`config.mk`:
```
export PLATFORM = sky130hd
export DESIGN_NAME = vga_timing
export DESIGN_NICKNAME = d
export VERILOG_FILES = /design/src/rtl/vga_timing.sv
export SDC_FILE = /design/constraint.sdc
export NUM_CORES = 1
export LEC_CHECK = 0
export BUFFER_PORTS_ARGS = -buffer_cell sky130_fd_sc_hd__buf_2
export CAP_MARGIN = 20
export CORE_MARGIN = 2
export CORE_UTILIZATION = 50
export DETAILED_ROUTE_END_ITERATION = 10
export PLACE_DENSITY = 0.88
export SETUP_SLACK_MARGIN = 0.02
export SYNTH_ARGS = -nofsm -noshare
export SYNTH_HDL_FRONTEND = slang
export SYNTH_SLANG_ARGS = --single-unit
```
`constraint.sdc`:
```
create_clock -name clk -period 3.2 [get_ports clk]
set_input_delay 0.8 -clock clk [delete_from_list [all_inputs] [get_ports clk]]
set_output_delay 0.8 -clock clk [all_outputs]
set_load 0.05 [all_outputs]
```
`src/rtl/vga_timing.sv`:
```
// Raster timing generator for 1280x800@60: scan counters, sync/blank decode and a
// two-stage output pipeline that keeps RGB, hsync and vsync aligned at the pins.
module vga_timing #(
  parameter int H_ACTIVE = 1280,
  parameter int H_FP     = 64,
  parameter int H_SYNC   = 136,
  parameter int H_BP     = 200,
  parameter int V_ACTIVE = 800,
  parameter int V_FP     = 1,
  parameter int V_SYNC   = 3,
  parameter int V_BP     = 24,
  parameter bit HS_POL   = 1'b0,
  parameter bit VS_POL   = 1'b1
) (
  input  logic        clk,
  input  logic        rst,
  input  logic [3:0]  r_in,
  input  logic [3:0]  g_in,
  input  logic [3:0]  b_in,
  output logic [10:0] draw_x,
  output logic [9:0]  draw_y,
  output logic [3:0]  vga_r,
  output logic [3:0]  vga_g,
  output logic [3:0]  vga_b,
  output logic        vga_hs,
  output logic        vga_vs,
  output logic        frame_tick
);

  localparam int H_TOTAL = H_ACTIVE + H_FP + H_SYNC + H_BP;
  localparam int V_TOTAL = V_ACTIVE + V_FP + V_SYNC + V_BP;

  if (H_TOTAL > 2048 || V_TOTAL > 1024) begin : g_param_check
    $error("vga_timing: H_TOTAL/V_TOTAL exceed counter width");
  end

  // Constants are one bit wider than the counters so an end-of-range equal to 2^N still compares correctly.
  localparam logic [11:0] H_LAST   = 12'(H_TOTAL - 1);
  localparam logic [11:0] H_ACT    = 12'(H_ACTIVE);
  localparam logic [11:0] HS_START = 12'(H_ACTIVE + H_FP);
  localparam logic [11:0] HS_END   = 12'(H_ACTIVE + H_FP + H_SYNC);
  localparam logic [10:0] V_LAST   = 11'(V_TOTAL - 1);
  localparam logic [10:0] V_ACT    = 11'(V_ACTIVE);
  localparam logic [10:0] VS_START = 11'(V_ACTIVE + V_FP);
  localparam logic [10:0] VS_END   = 11'(V_ACTIVE + V_FP + V_SYNC);

  logic [10:0] hcount_reg, hcount_next;
  logic [9:0]  vcount_reg, vcount_next;
  logic [11:0] hcount_ext, hcount_next_ext;
  logic [10:0] vcount_ext, vcount_next_ext;
  logic        h_wrap;
  logic        de, hs, vs;
  logic        de_a_reg, hs_a_reg, vs_a_reg;
  logic        hs_pin_reg, vs_pin_reg, frame_tick_reg;
  logic [11:0] rgb_in;
  logic [11:0] rgb_pin_reg;

  always_comb begin
    hcount_ext  = {1'b0, hcount_reg};
    vcount_ext  = {1'b0, vcount_reg};
    h_wrap      = (hcount_ext == H_LAST);
    hcount_next = h_wrap ? 11'd0 : hcount_reg + 11'd1;
    vcount_next = vcount_reg;
    if (h_wrap) begin
      vcount_next = (vcount_ext == V_LAST) ? 10'd0 : vcount_reg + 10'd1;
    end
    hcount_next_ext = {1'b0, hcount_next};
    vcount_next_ext = {1'b0, vcount_next};
    de = (hcount_ext < H_ACT) && (vcount_ext < V_ACT);
    hs = (hcount_ext >= HS_START) && (hcount_ext < HS_END);
    vs = (vcount_ext >= VS_START) && (vcount_ext < VS_END);
  end

  // frame_tick looks at the next counter value so it rises together with draw_y reaching V_ACTIVE.
  always_ff @(posedge clk) begin
    if (rst) begin
      hcount_reg     <= '0;
      vcount_reg     <= '0;
      de_a_reg       <= 1'b0;
      hs_a_reg       <= 1'b0;
      vs_a_reg       <= 1'b0;
      hs_pin_reg     <= ~HS_POL;
      vs_pin_reg     <= ~VS_POL;
      frame_tick_reg <= 1'b0;
    end else begin
      hcount_reg     <= hcount_next;
      vcount_reg     <= vcount_next;
      de_a_reg       <= de;
      hs_a_reg       <= hs;
      vs_a_reg       <= vs;
      hs_pin_reg     <= hs_a_reg ? HS_POL : ~HS_POL;
      vs_pin_reg     <= vs_a_reg ? VS_POL : ~VS_POL;
      frame_tick_reg <= (hcount_next_ext == 12'd0) && (vcount_next_ext == V_ACT);
    end
  end

  assign rgb_in = {r_in, g_in, b_in};

  // Colour arrives one cycle after the counters, so it meets de_a and is blanked in the output stage.
  for (genvar gi = 0; gi < 3; gi++) begin : g_chan
    always_ff @(posedge clk) begin
      if (rst) begin
        rgb_pin_reg[gi*4 +: 4] <= 4'd0;
      end else begin
        rgb_pin_reg[gi*4 +: 4] <= de_a_reg ? rgb_in[gi*4 +: 4] : 4'd0;
      end
    end
  end

  assign draw_x     = hcount_reg;
  assign draw_y     = vcount_reg;
  assign vga_r      = rgb_pin_reg[11:8];
  assign vga_g      = rgb_pin_reg[7:4];
  assign vga_b      = rgb_pin_reg[3:0];
  assign vga_hs     = hs_pin_reg;
  assign vga_vs     = vs_pin_reg;
  assign frame_tick = frame_tick_reg;

endmodule

```
Word level (Yosys, flattened, before mapping):

Cells that the tools add are included.

* add/subtract/negate cells: 2
* order comparisons: 6
* eq/ne operators: 3
* multiplexer cells: 5
* bitwise operators: 1
* reduce and logical (&&, ||, !) cells: 6

Operator list (count)
* 11-bit < comparator (second input constant): 2
* 10-bit equality test (second input constant): 2
* 10-bit < comparator (second input constant): 2
* 10-bit two-way mux: 2
* 12-bit zero test: 1
* 11-bit by 1-bit adder with 11-bit output (second input constant): 1
* 11-bit equality test (second input constant): 1
* 11-bit greater-or-equal comparator (second input constant): 1
* 11-bit two-way mux: 1
* 10-bit by 1-bit adder with 10-bit output (second input constant): 1
* 10-bit greater-or-equal comparator (second input constant): 1
* 1-bit logical AND: 4
* 1-bit two-way mux: 2
* 2-bit OR reduction: 1
* 1-bit inverter: 1

* bits in registers: 39
* input bits: 14
* output and inout bits: 36
* word-level logic and storage cells: 34

Longest topological paths before layout:

Gate-level depths: netlist of the first run.

* depth after elaboration: 5
* gate-level depth with buffers: 9
* depth with buffers taken out: 7

Worst setup path after synthesis of the first run:

OpenSTA, ideal clock, no wires.

* path type: reg2reg
* from: register hcount_reg[0] (netlist: draw_x[0])
* to: register frame_tick_reg (netlist: frame_tick)
* setup time: 0.087 ns
* arrival: 2.899 ns
* data required time: 3.113 ns
* path slack: 0.214 ns
* stages on the path, launching flop included: 9
* path buffers: 1
* clock period less this slack: 2.986 ns
* cell sequence: dfxtp_1 > ha_1 > clkbuf_1 > nand3_1 > or4_4 > nor2_4 > xnor2_1 > or4_4 > nor4b_2

* cells in the longest elaborated chain, start to end: 4
* elaborated cells between the ends (all ways): 7
* classes of those cells: add/sub: 1; eq/ne: 2; mux: 2; reduce/logical: 2

RTL lines
* from (decl): line 47 `logic [10:0] hcount_reg, hcount_next;`
* from (signal assigned): line 86 `hcount_reg <= hcount_next;`
* 11-bit by 1-bit adder with 11-bit output / 11-bit equality test (equally long branches): line 62, 61
* 11-bit two-way mux / 10-bit two-way mux (equally long branches): line 62, 64
* 12-bit zero test / 10-bit equality test (equally long branches): line 93 `frame_tick_reg <= (hcount_next_ext == 12'd0) && (vcount_next_ext == V_ACT);`
* 1-bit logical AND (*): line 93
* to (signal assigned): line 93
* to (decl): line 54 `logic hs_pin_reg, vs_pin_reg, frame_tick_reg;`

Every way passes the cells marked *; elsewhere a longest branch is shown, timed or not.
A chain may end at the register's enable or synchronous reset.

Worst setup path after layout of the first run:

Ends and elaborated chain as after synthesis.

==> flow_metrics.env, run 1 <==
export IMPL_ys_ff_latch=39
export IMPL_final_hold_violation_count=0
export IMPL_critPathSlowestCell="dfxtp_1"
export IMPL_p_total_uw=822
export IMPL_design_core_area_mm2=0.00334
export IMPL_synth_area_mm2=0.00173
export IMPL_clk_latency_ns=0.34
export IMPL_critPathRequiredTime_ns=3.46
export IMPL_drtAntennaViolNets=0
export IMPL_dp_hpwl_um=2760
export IMPL_cp_cell_sequence="ha_1 -> nand3_1 -> nor4_2 -> xnor2_1 -> or3_1 -> or4_4 -> nor4b_2"
export IMPL_drive_above_1_share_pct=27.2
export IMPL_tns_ns=0
export IMPL_htree_levels=2
export IMPL_crit_family="simple AND/OR/NAND/NOR gates"
export IMPL_final_area_mm2=0.00205
export IMPL_arrival_ns=3.00
export IMPL_synth_cell_types=40
export IMPL_p_int_uw=602
export IMPL_first_pass_iters=4
export IMPL_grt_max_degree=22
export IMPL_syn_num_nets=206
export IMPL_grt_pass1_wl_um=6130
export IMPL_max_cap_violations=0
export IMPL_cts_resized=0
export IMPL_path_buf_inv=0
export IMPL_switching_share_pct=26.7
export IMPL_postCtsHoldBufs=0
export IMPL_wire_per_inst_um=13.4
export IMPL_status="completed"
export IMPL_io_pins=50
export IMPL_cp_start_kind="flop"
export IMPL_critPathKind="flop to flop"
export IMPL_grt_usage_pct=19.8
export IMPL_end_kind="flop"
export IMPL_synth_edf_count=0
export IMPL_wl_um=3780
export IMPL_multi_input_area_um2=883
export IMPL_cts_clk_slew_worst_paths_ns=0.11
export IMPL_syn2layout_area_growth_pct=18.1
export IMPL_num_rows=21
export IMPL_ys_flop_type="dfxtp_1"
export IMPL_max_freq_mhz=365
export IMPL_crit_path_max_incr_delay_ns=0.49
export IMPL_die_x_um=62.9
export IMPL_sequentialPowerShare_pct=61.2
export IMPL_fin_nets=252
export IMPL_antenna_cells=0
export IMPL_cts_buffers=5
export IMPL_leakage_nw=0.874
export IMPL_antenna_found_initial=0
export IMPL_cts_tree="done"
export IMPL_cts_sinks=39
export IMPL_worst_pin_slew_ns=0.790
export IMPL_regArea_um2=781
export IMPL_grt_overflow=0
export IMPL_nFillCells=290
export IMPL_post_cts_setup_buffers=0
export IMPL_clkPwrFrac_pct=29.8
export IMPL_slew_headroom_pct=46.8
export IMPL_place_gp_congestion=0.838
export IMPL_place_area_mm2=0.00199
export IMPL_die_area_mm2=0.00395
export IMPL_final_common_cell="buf_2"
export IMPL_setup_viol=0
export IMPL_async_reset_ff_share_pct=0
export IMPL_slew_viol_final=0
export IMPL_drc=0
export IMPL_io_buffers=49
export IMPL_grt_pass1_vias=1348
export IMPL_timing_final_crit_share_pct=85.6
export IMPL_layout_common_cells="49 x buf_2, 39 x dfxtp_1, 14 x nor2_1"
export IMPL_ys_seq_area_share_pct=45.1
export IMPL_largest_reg_flops=11
export IMPL_clock_root_buffer="clkbuf_4"
export IMPL_vias=1572
export IMPL_hp_class="flop to flop"
export IMPL_dp_worst_setup_slack_ns=0.502
export IMPL_yosysWarnings=0
export IMPL_crit_path_max_fanout=8
export IMPL_cts_path_max_buffers=2
export IMPL_comb_power_share_pct=9.0
export IMPL_clock_skew_ns=0.00950
export IMPL_drt_vias_per_instance=5.59
export IMPL_die_y_um=62.9
export IMPL_period_minus_slack_ns=2.74
export IMPL_syn_inst=188
export IMPL_initial_core_util_pct=51.9
export IMPL_p_sw_uw=220
export IMPL_fin_ws_ns=0.460
export IMPL_rsz0062_at_grt="no"
export IMPL_drt_initial_drc_count=101
export IMPL_powerDensity_mw_per_mm2=402
export IMPL_vdd_drop_max_mv=0.255
export IMPL_avgSynthCellArea_um2=9.22
-- metrics by stage --
stage	hold WS, ns	util (%)	instances
finish	0.391	61.3	281
global route	0.407	61.3	281
CTS	0.398	61.3	281
detailed placement	0.369	59.7	273
global placement	0.358	59.7	273
floorplan	0.356	-	188
-- per-layer routing --
layer	global-route usage [%]	vias to the layer above	part of all wire (%)
li1	-	766	-
met5	0	-	0
met2	31.3	62	49
met3	6.85	4	6.7
met4	8.06	0	1.1
met1	24.5	740	43
-- Yosys cell counts, types with 2 or more instances --
cell	instances	share of area (%)
and4_1	4	2.0
nor4_1	3	1.1
nand3_1	8	2.3
or4_4	3	1.9
and2_1	12	4.3
nor2_1	14	3.0
nor3_1	11	3.2
a31oi_1	2	0.72
a21oi_1	5	1.4
nor2b_1	2	0.72
inv_1	3	0.65
a211oi_1	2	0.87
o21ai_0	9	2.6
nand3b_1	2	0.87
and3_1	2	0.72
dfxtp_1	39	45
xnor2_1	5	2.5
ha_1	4	2.9
nand2_1	7	1.5
xor2_1	12	6.1
nand4_1	10	3.6
or3_1	4	1.4
clkbuf_1	8	1.7
-- logic make-up after synthesis --
group           share of synthesized area (%)
flops                                    45.1
xor+xnor                                 8.59
compound gates                           8.59
simple gates                             30.3
buf+inv                                  3.97
fa+ha+maj                                2.89
mux                                     0.578
-- final timing paths --
| kind | start | endpoint | slack, ns | cells after the start |
|---|---|---|---|---|
| setup reg to reg | draw_x[0] | frame_tick | 0.46 | 7 |
| setup / recovery | draw_x[0] | frame_tick | 0.46 | 7 |
| hold reg to reg | hs_a_reg | vga_hs | 0.39 | 1 |
| hold / removal | hs_a_reg | vga_hs | 0.39 | 1 |
-- power groups by stage --
stage | sequential (mW) | clock [mW] | combinational [mW]
2_1_floorplan | 0.544 | 0 | 0.0231
3_3_place_gp | 0.513 | 0 | 0.0737
3_5_place_dp | 0.514 | 0 | 0.0747
4_1_cts | 0.503 | 0.253 | 0.0748
5_1_grt | 0.505 | 0.275 | 0.0782
6_report | 0.503 | 0.245 | 0.0742
-- cell type report --
type	instances	area share (%)
multi-input cells	134	43.2
flip-flops and latches	39	38.1
repair buffers	51	12.7
well taps	46	2.81
clock buffers	6	2.02
clock inverters	2	0.611
inverters	3	0.550
-- worst register-to-register path, stage by stage, from the launching register on --
cell and delay [ns]:
dfxtp_1 0.49, ha_1 0.33, nand3_1 0.25, nor4_2 0.34, xnor2_1 0.11, or3_1 0.38
or4_4 0.48, nor4b_2 0.27
(Power assumes the default switching activity.)
==> inputs of run 2 (changes only) <==
Settings changed: ABC_AREA from default to 1, PLACE_DENSITY 0.88 to 0.87.
==> run 2 against run 1 <==
Compared with the run above: count of clock-buffer cells in the layout decreased by 1; die area is 13% higher; sequential power about the same; cell count grew 36%; first-iteration DRC count increased by 47%; combinational power up 2.8%.
==> flow_metrics.env, run 2 <==
export IMPL_cts_path_max_buffers=2
export IMPL_design_core_area_mm2=0.00372
export IMPL_nFillCells=326
export IMPL_crit_family="flip-flops"
export IMPL_largest_reg_flops=11
export IMPL_max_cap_violations=0
export IMPL_vias=1957
export IMPL_num_rows=22
export IMPL_synth_top_cells_by_count="57 x nand2_1, 53 x nor2_1, 40 x inv_1"
export IMPL_synth_most_common_cell="nand2_1"
export IMPL_synth_area_leader_cell="dfxtp_1"
export IMPL_clk_latency_ns=0.30
export IMPL_slew_viol_final=0
export IMPL_die_x_um=66.8
export IMPL_antenna_found_initial=0
export IMPL_ys_top_cells_by_area="dfxtp_1 40%, nand2_1 11%, nor2_1 10%"
export IMPL_post_cts_setup_buffers=0
export IMPL_setup_viol=0
export IMPL_htree_levels=2
export IMPL_r2r_start="draw_x[0]"
export IMPL_initial_core_util_pct=53.1
export IMPL_status="completed"
export IMPL_io_pins=50
export IMPL_ys_seq_area_share_pct=39.5
export IMPL_drt_initial_drc_count=148
export IMPL_async_reset_ff_share_pct=0
export IMPL_period_minus_slack_ns=1.91
export IMPL_fin_nets=351
export IMPL_p_total_uw=991
export IMPL_timing_final_crit_share_pct=59.7
export IMPL_grt_pass1_wl_um=7850
export IMPL_synth_cell_types=28
export IMPL_reg2reg_depth=11
export IMPL_grt_max_degree=22
export IMPL_syn2layout_area_growth_pct=20.3
export IMPL_clock_skew_ns=0.00499
export IMPL_place_area_mm2=0.00226
export IMPL_io_buffers=49
export IMPL_grt_overflow=0
export IMPL_final_hold_violation_count=0
export IMPL_cts_resized=0
export IMPL_ys_ff_latch=39
export IMPL_worst_pin_slew_ns=0.407
export IMPL_leakage_nw=1.17
export IMPL_hp_class="flop to flop"
export IMPL_critPathKind="flop to output port"
export IMPL_finalCoreUtilization_pct=63.9
export IMPL_synth_area_mm2=0.00197
export IMPL_drive_above_1_share_pct=24.0
export IMPL_cp_start_kind="flop"
export IMPL_first_pass_iters=5
export IMPL_postCtsHoldBufs=0
export IMPL_final_common_cell="nand2_1"
export IMPL_grt_usage_pct=23.8
export IMPL_place_gp_congestion=0.929
export IMPL_cts_clk_slew_worst_paths_ns=0.08
export IMPL_yosysWarnings=0
export IMPL_path_buf_inv=1
export IMPL_end_kind="output port"
export IMPL_cts_buffers=5
export IMPL_holdPathEnd="vga_vs"
export IMPL_die_y_um=66.8
export IMPL_critPathRequiredTime_ns=2.40
export IMPL_critPathSlowestCell="dfxtp_1"
export IMPL_tns_ns=0
export IMPL_grt_pass1_vias=1732
export IMPL_r2r_end="frame_tick"
export IMPL_drtAntennaViolNets=0
export IMPL_vdd_drop_max_mv=0.280
export IMPL_ys_flop_type="dfxtp_1"
export IMPL_layout_common_cells="57 x nand2_1, 53 x nor2_1, 49 x buf_2"
export IMPL_avgSynthCellArea_um2=7.03
export IMPL_hold_depth=2
export IMPL_slew_headroom_pct=72.2
export IMPL_max_freq_mhz=523
export IMPL_rsz0062_at_grt="no"
export IMPL_wire_per_inst_um=12.6
export IMPL_reg2reg_slack_ns=1.34
export IMPL_crit_path_max_fanout=8
export IMPL_antenna_cells=0
export IMPL_worstHoldStart="vs_a_reg"
export IMPL_arrival_ns=1.11
export IMPL_die_area_mm2=0.00447
export IMPL_drt_vias_per_instance=5.12
export IMPL_synth_edf_count=0
export IMPL_synth_top_area_share_pct=39.5
export IMPL_final_area_mm2=0.00238
export IMPL_syn_inst=281
export IMPL_crit_path_max_incr_delay_ns=0.49
export IMPL_cts_tree="done"
export IMPL_cp_cell_sequence="buf_2"
export IMPL_cts_sinks=39
export IMPL_clock_root_buffer="clkbuf_8"
export IMPL_syn_num_nets=299
export IMPL_powerDensity_mw_per_mm2=417
export IMPL_wl_um=4800
export IMPL_placed_cells=374
export IMPL_dp_hpwl_um=3700
export IMPL_final_cell_count_no_fill=382
export IMPL_drc=0
==> run 2: how the worst max path moves through the flow <==
stage | start | slack [ns] | cells after the start | end
after floorplan | draw_x[0] | 1.19 | 10 | frame_tick
after global placement | rst | 1.43 | 4 | vga_b[0]
after detailed placement | draw_x[0] | 1.37 | 11 | frame_tick
after CTS | draw_y[2] | 1.27 | 1 | draw_y[2]
after global routing | draw_x[0] | 1.10 | 11 | frame_tick
final | draw_y[2] | 1.29 | 1 | draw_y[2]
==> run 2: per-stage QoR <==
step,hold WS [ns],setup WS (ns)
2_1_floorplan,0.351,1.19
3_3_place_gp,0.390,1.43
3_5_place_dp,0.394,1.37
4_1_cts,0.406,1.27
5_1_grt,0.445,1.10
6_report,0.406,1.29
==> run 2: area by class of cell <==
type / count / area, um^2 / area share (%)
multi-input combinational: 195 / 1010 / 42.5
sequential: 39 / 781 / 32.9
timing repair buffer: 49 / 245 / 10.3
inverter: 43 / 168 / 7.06
clock buffer: 5 / 68.8 / 2.90
tap: 48 / 60.1 / 2.53
clock inverter: 3 / 43.8 / 1.84
==> run 2: kinds of logic after synthesis <==
family	count (synthesis)	share of synthesized area, %
buf+inv	47	9.31
fa+ha+maj	4	2.53
flops	39	39.5
compound gates	15	4.18
simple gates	171	42.2
xor+xnor	5	2.22
==> run 2: metal layers <==
| metal | up-vias | part of all wire, % | global-route usage (%) |
|---|---|---|---|
| met5 | - | 0 | 0 |
| met4 | 0 | 2.2 | 10.7 |
| met3 | 12 | 8.3 | 4.73 |
| met2 | 81 | 46 | 36.1 |
| met1 | 881 | 44 | 32.5 |
| li1 | 983 | - | - |
==> run 2: worst register-to-register path: cells and delay by family (launching register included) <==
family	cells	cell delay, ns
and+or+nand+nor	9	0.99
AOI/OAI and AO/OA	1	0.10
DFF	1	0.42
adders and majority gates	1	0.31
==> run 2: where the power goes <==
part | leakage (nW) | switching [mW] | total (mW) | internal (mW)
clock network | 0.0581 | 0.181 | 0.413 | 0.232
registers | 0.317 | 0.00600 | 0.501 | 0.495
logic | 0.796 | 0.0562 | 0.0763 | 0.0201
==> inputs of run 3 (changes only) <==
Settings changed: CORE_UTILIZATION 50 to 47, PLACE_DENSITY 0.87 to 0.86.
Clock period 3.2 ns to 1.6 ns, I/O delays scaled along.
==> run 3 against run 2 <==
Compared with the run above: the flow now finishes with violations (setup timing); core utilization rose by 0.13 points; final area rose by 8.6%; via count rose by 4.2%; count of clock-buffer cells in the layout rose by 1; die area rose by 6.0%; power rose by 97%; largest cell class unchanged; combinational power rose by 130%; sequential power rose by 99%; register-to-register slack got worse by 1.3 ns; global-route usage fell by 1.7 points; sequential share of layout area fell by 1.3 points; clock power rose by 88%.
==> flow_metrics.env, run 3 (same netlist as run 2, synthesis figures left out) <==
export IMPL_io_pins=50
export IMPL_reg2reg_depth=10
export IMPL_final_area_mm2=0.00258
export IMPL_leakage_nw=1.25
export IMPL_final_common_cell="nand2_1"
export IMPL_vias=2040
export IMPL_die_area_mm2=0.00474
export IMPL_clock_skew_ns=0.0124
export IMPL_place_gp_congestion=0.943
export IMPL_num_rows=23
export IMPL_max_freq_mhz=624
export IMPL_drtAntennaViolNets=0
export IMPL_crit_family="simple AND/OR/NAND/NOR gates"
export IMPL_postCtsHoldBufs=0
export IMPL_crit_path_max_incr_delay_ns=0.37
export IMPL_cts_sinks=39
export IMPL_design_core_area_mm2=0.00403
export IMPL_crit_path_max_fanout=8
export IMPL_r2r_start="draw_x[0]"
export IMPL_wl_um=5250
export IMPL_period_minus_slack_ns=1.60
export IMPL_initial_core_util_pct=49.0
export IMPL_critPathSlowestCell="dfxtp_4"
export IMPL_grt_overflow=0
export IMPL_hold_ws_ns=0.308
export IMPL_layout_common_cells="55 x nand2_1, 49 x buf_2, 48 x nor2_1"
export IMPL_dp_hpwl_um=3710
export IMPL_end_kind="flop"
export IMPL_die_y_um=68.8
export IMPL_fin_ws_ns=-0.00257
export IMPL_arrival_ns=1.80
export IMPL_status="finished with violations"
export IMPL_vdd_drop_max_mv=0.775
export IMPL_timing_final_crit_share_pct=100
export IMPL_antenna_cells=0
export IMPL_cts_clk_slew_worst_paths_ns=0.08
export IMPL_drt_initial_drc_count=153
export IMPL_fin_nets=363
export IMPL_nFillCells=337
export IMPL_max_cap_violations=0
export IMPL_cp_cell_sequence="ha_4 -> nand3_4 -> inv_6 -> nand2_4 -> nor2_4 -> nand3_2 -> xor2_1 -> nor2_1 -> nand2_1 -> nor2_2"
export IMPL_crit_cells=10
export IMPL_final_hold_violation_count=0
export IMPL_drive_above_1_share_pct=35.8
export IMPL_p_total_mw=1.95
export IMPL_largest_reg_flops=11
export IMPL_clk_latency_ns=0.30
export IMPL_powerDensity_mw_per_mm2=755
export IMPL_hold_depth=3
export IMPL_worst_pin_slew_ns=0.395
export IMPL_grt_usage_pct=22.1
export IMPL_worstSetupStartpoint="draw_x[0]"
export IMPL_cts_buffers=5
export IMPL_syn2layout_area_growth_pct=30.7
export IMPL_io_buffers=49
export IMPL_wire_per_inst_um=13.3
export IMPL_worstHoldStart="r_in[1]"
export IMPL_grt_pass1_vias=1727
export IMPL_dp_worst_setup_slack_ns=-0.000356
export IMPL_setup_viol=1
export IMPL_slew_viol_final=0
export IMPL_antenna_found_initial=0
export IMPL_grt_pass1_wl_um=7750
export IMPL_rsz0062_at_grt="yes"
export IMPL_grt_max_degree=16
export IMPL_critPathKind="flop to flop"
export IMPL_critPathRequiredTime_ns=1.80
export IMPL_slew_headroom_pct=73.6
export IMPL_clock_root_buffer="clkbuf_8"
export IMPL_path_buf_inv=1
export IMPL_first_pass_iters=5
export IMPL_violations="setup timing"
export IMPL_htree_levels=2
export IMPL_cts_path_max_buffers=2
export IMPL_hp_class="input pin to flop"
export IMPL_finalCoreUtilization_pct=64.1
export IMPL_cts_tree="done"
export IMPL_place_area_mm2=0.00234
export IMPL_drt_vias_per_instance=5.15
export IMPL_die_x_um=68.8
export IMPL_cp_start_kind="flop"
export IMPL_drc=0
run 3: timing repair:
action                                 CTS  global route
gates resized for setup                  3            15
pin swaps                                5            11
setup buffers                            3             5
endpoints found under the hold margin    0             0
setup endpoints to repair                1             6
run 3: final cells by class:
type	instances	area (um^2)	area share [%]
clock buffers	6	93.8	3.64
clock inverters	2	13.8	0.533
inverters	43	168	6.50
multi-input cells	195	1090	42.2
flip-flops and latches	39	815	31.6
well taps	50	62.6	2.42
repair buffers	61	339	13.1
run 3: layer usage:
| layer | global-route usage (%) | wire, um |
|---|---|---|
| met1 | 27.8 | 2130 |
| met2 | 35.6 | 2620 |
| met3 | 5.36 | 340 |
| met4 | 10.3 | 157 |
| met5 | 0 | 0 |
run 3: final timing paths:
check | to | slack (ns)
worst max-delay path | frame_tick | -0.003
worst min-delay path | vga_r[1] | 0.31
worst max register to register | frame_tick | -0.003
worst min register to register | vga_hs | 0.38
run 3: metrics by stage:
| stage | instances | TNS (ns) |
|---|---|---|
| finish | 396 | -0.00257 |
| global route | 396 | -0.0762 |
| CTS | 391 | 0 |
| detailed placement | 380 | -0.000356 |
| global placement | 380 | 0 |
| floorplan | 281 | 0 |
run 3: tightest hold or removal path, stage by stage:
cell    delay (ns)
buf_2         0.09
inv_1         0.04
nor2_1        0.03
run 3: power breakdown:
group / internal [mW] / total, mW / switching [mW]
clock network: 0.402 / 0.776 / 0.374
registers: 0.986 / 0.997 / 0.0111
logic: 0.0544 / 0.175 / 0.120
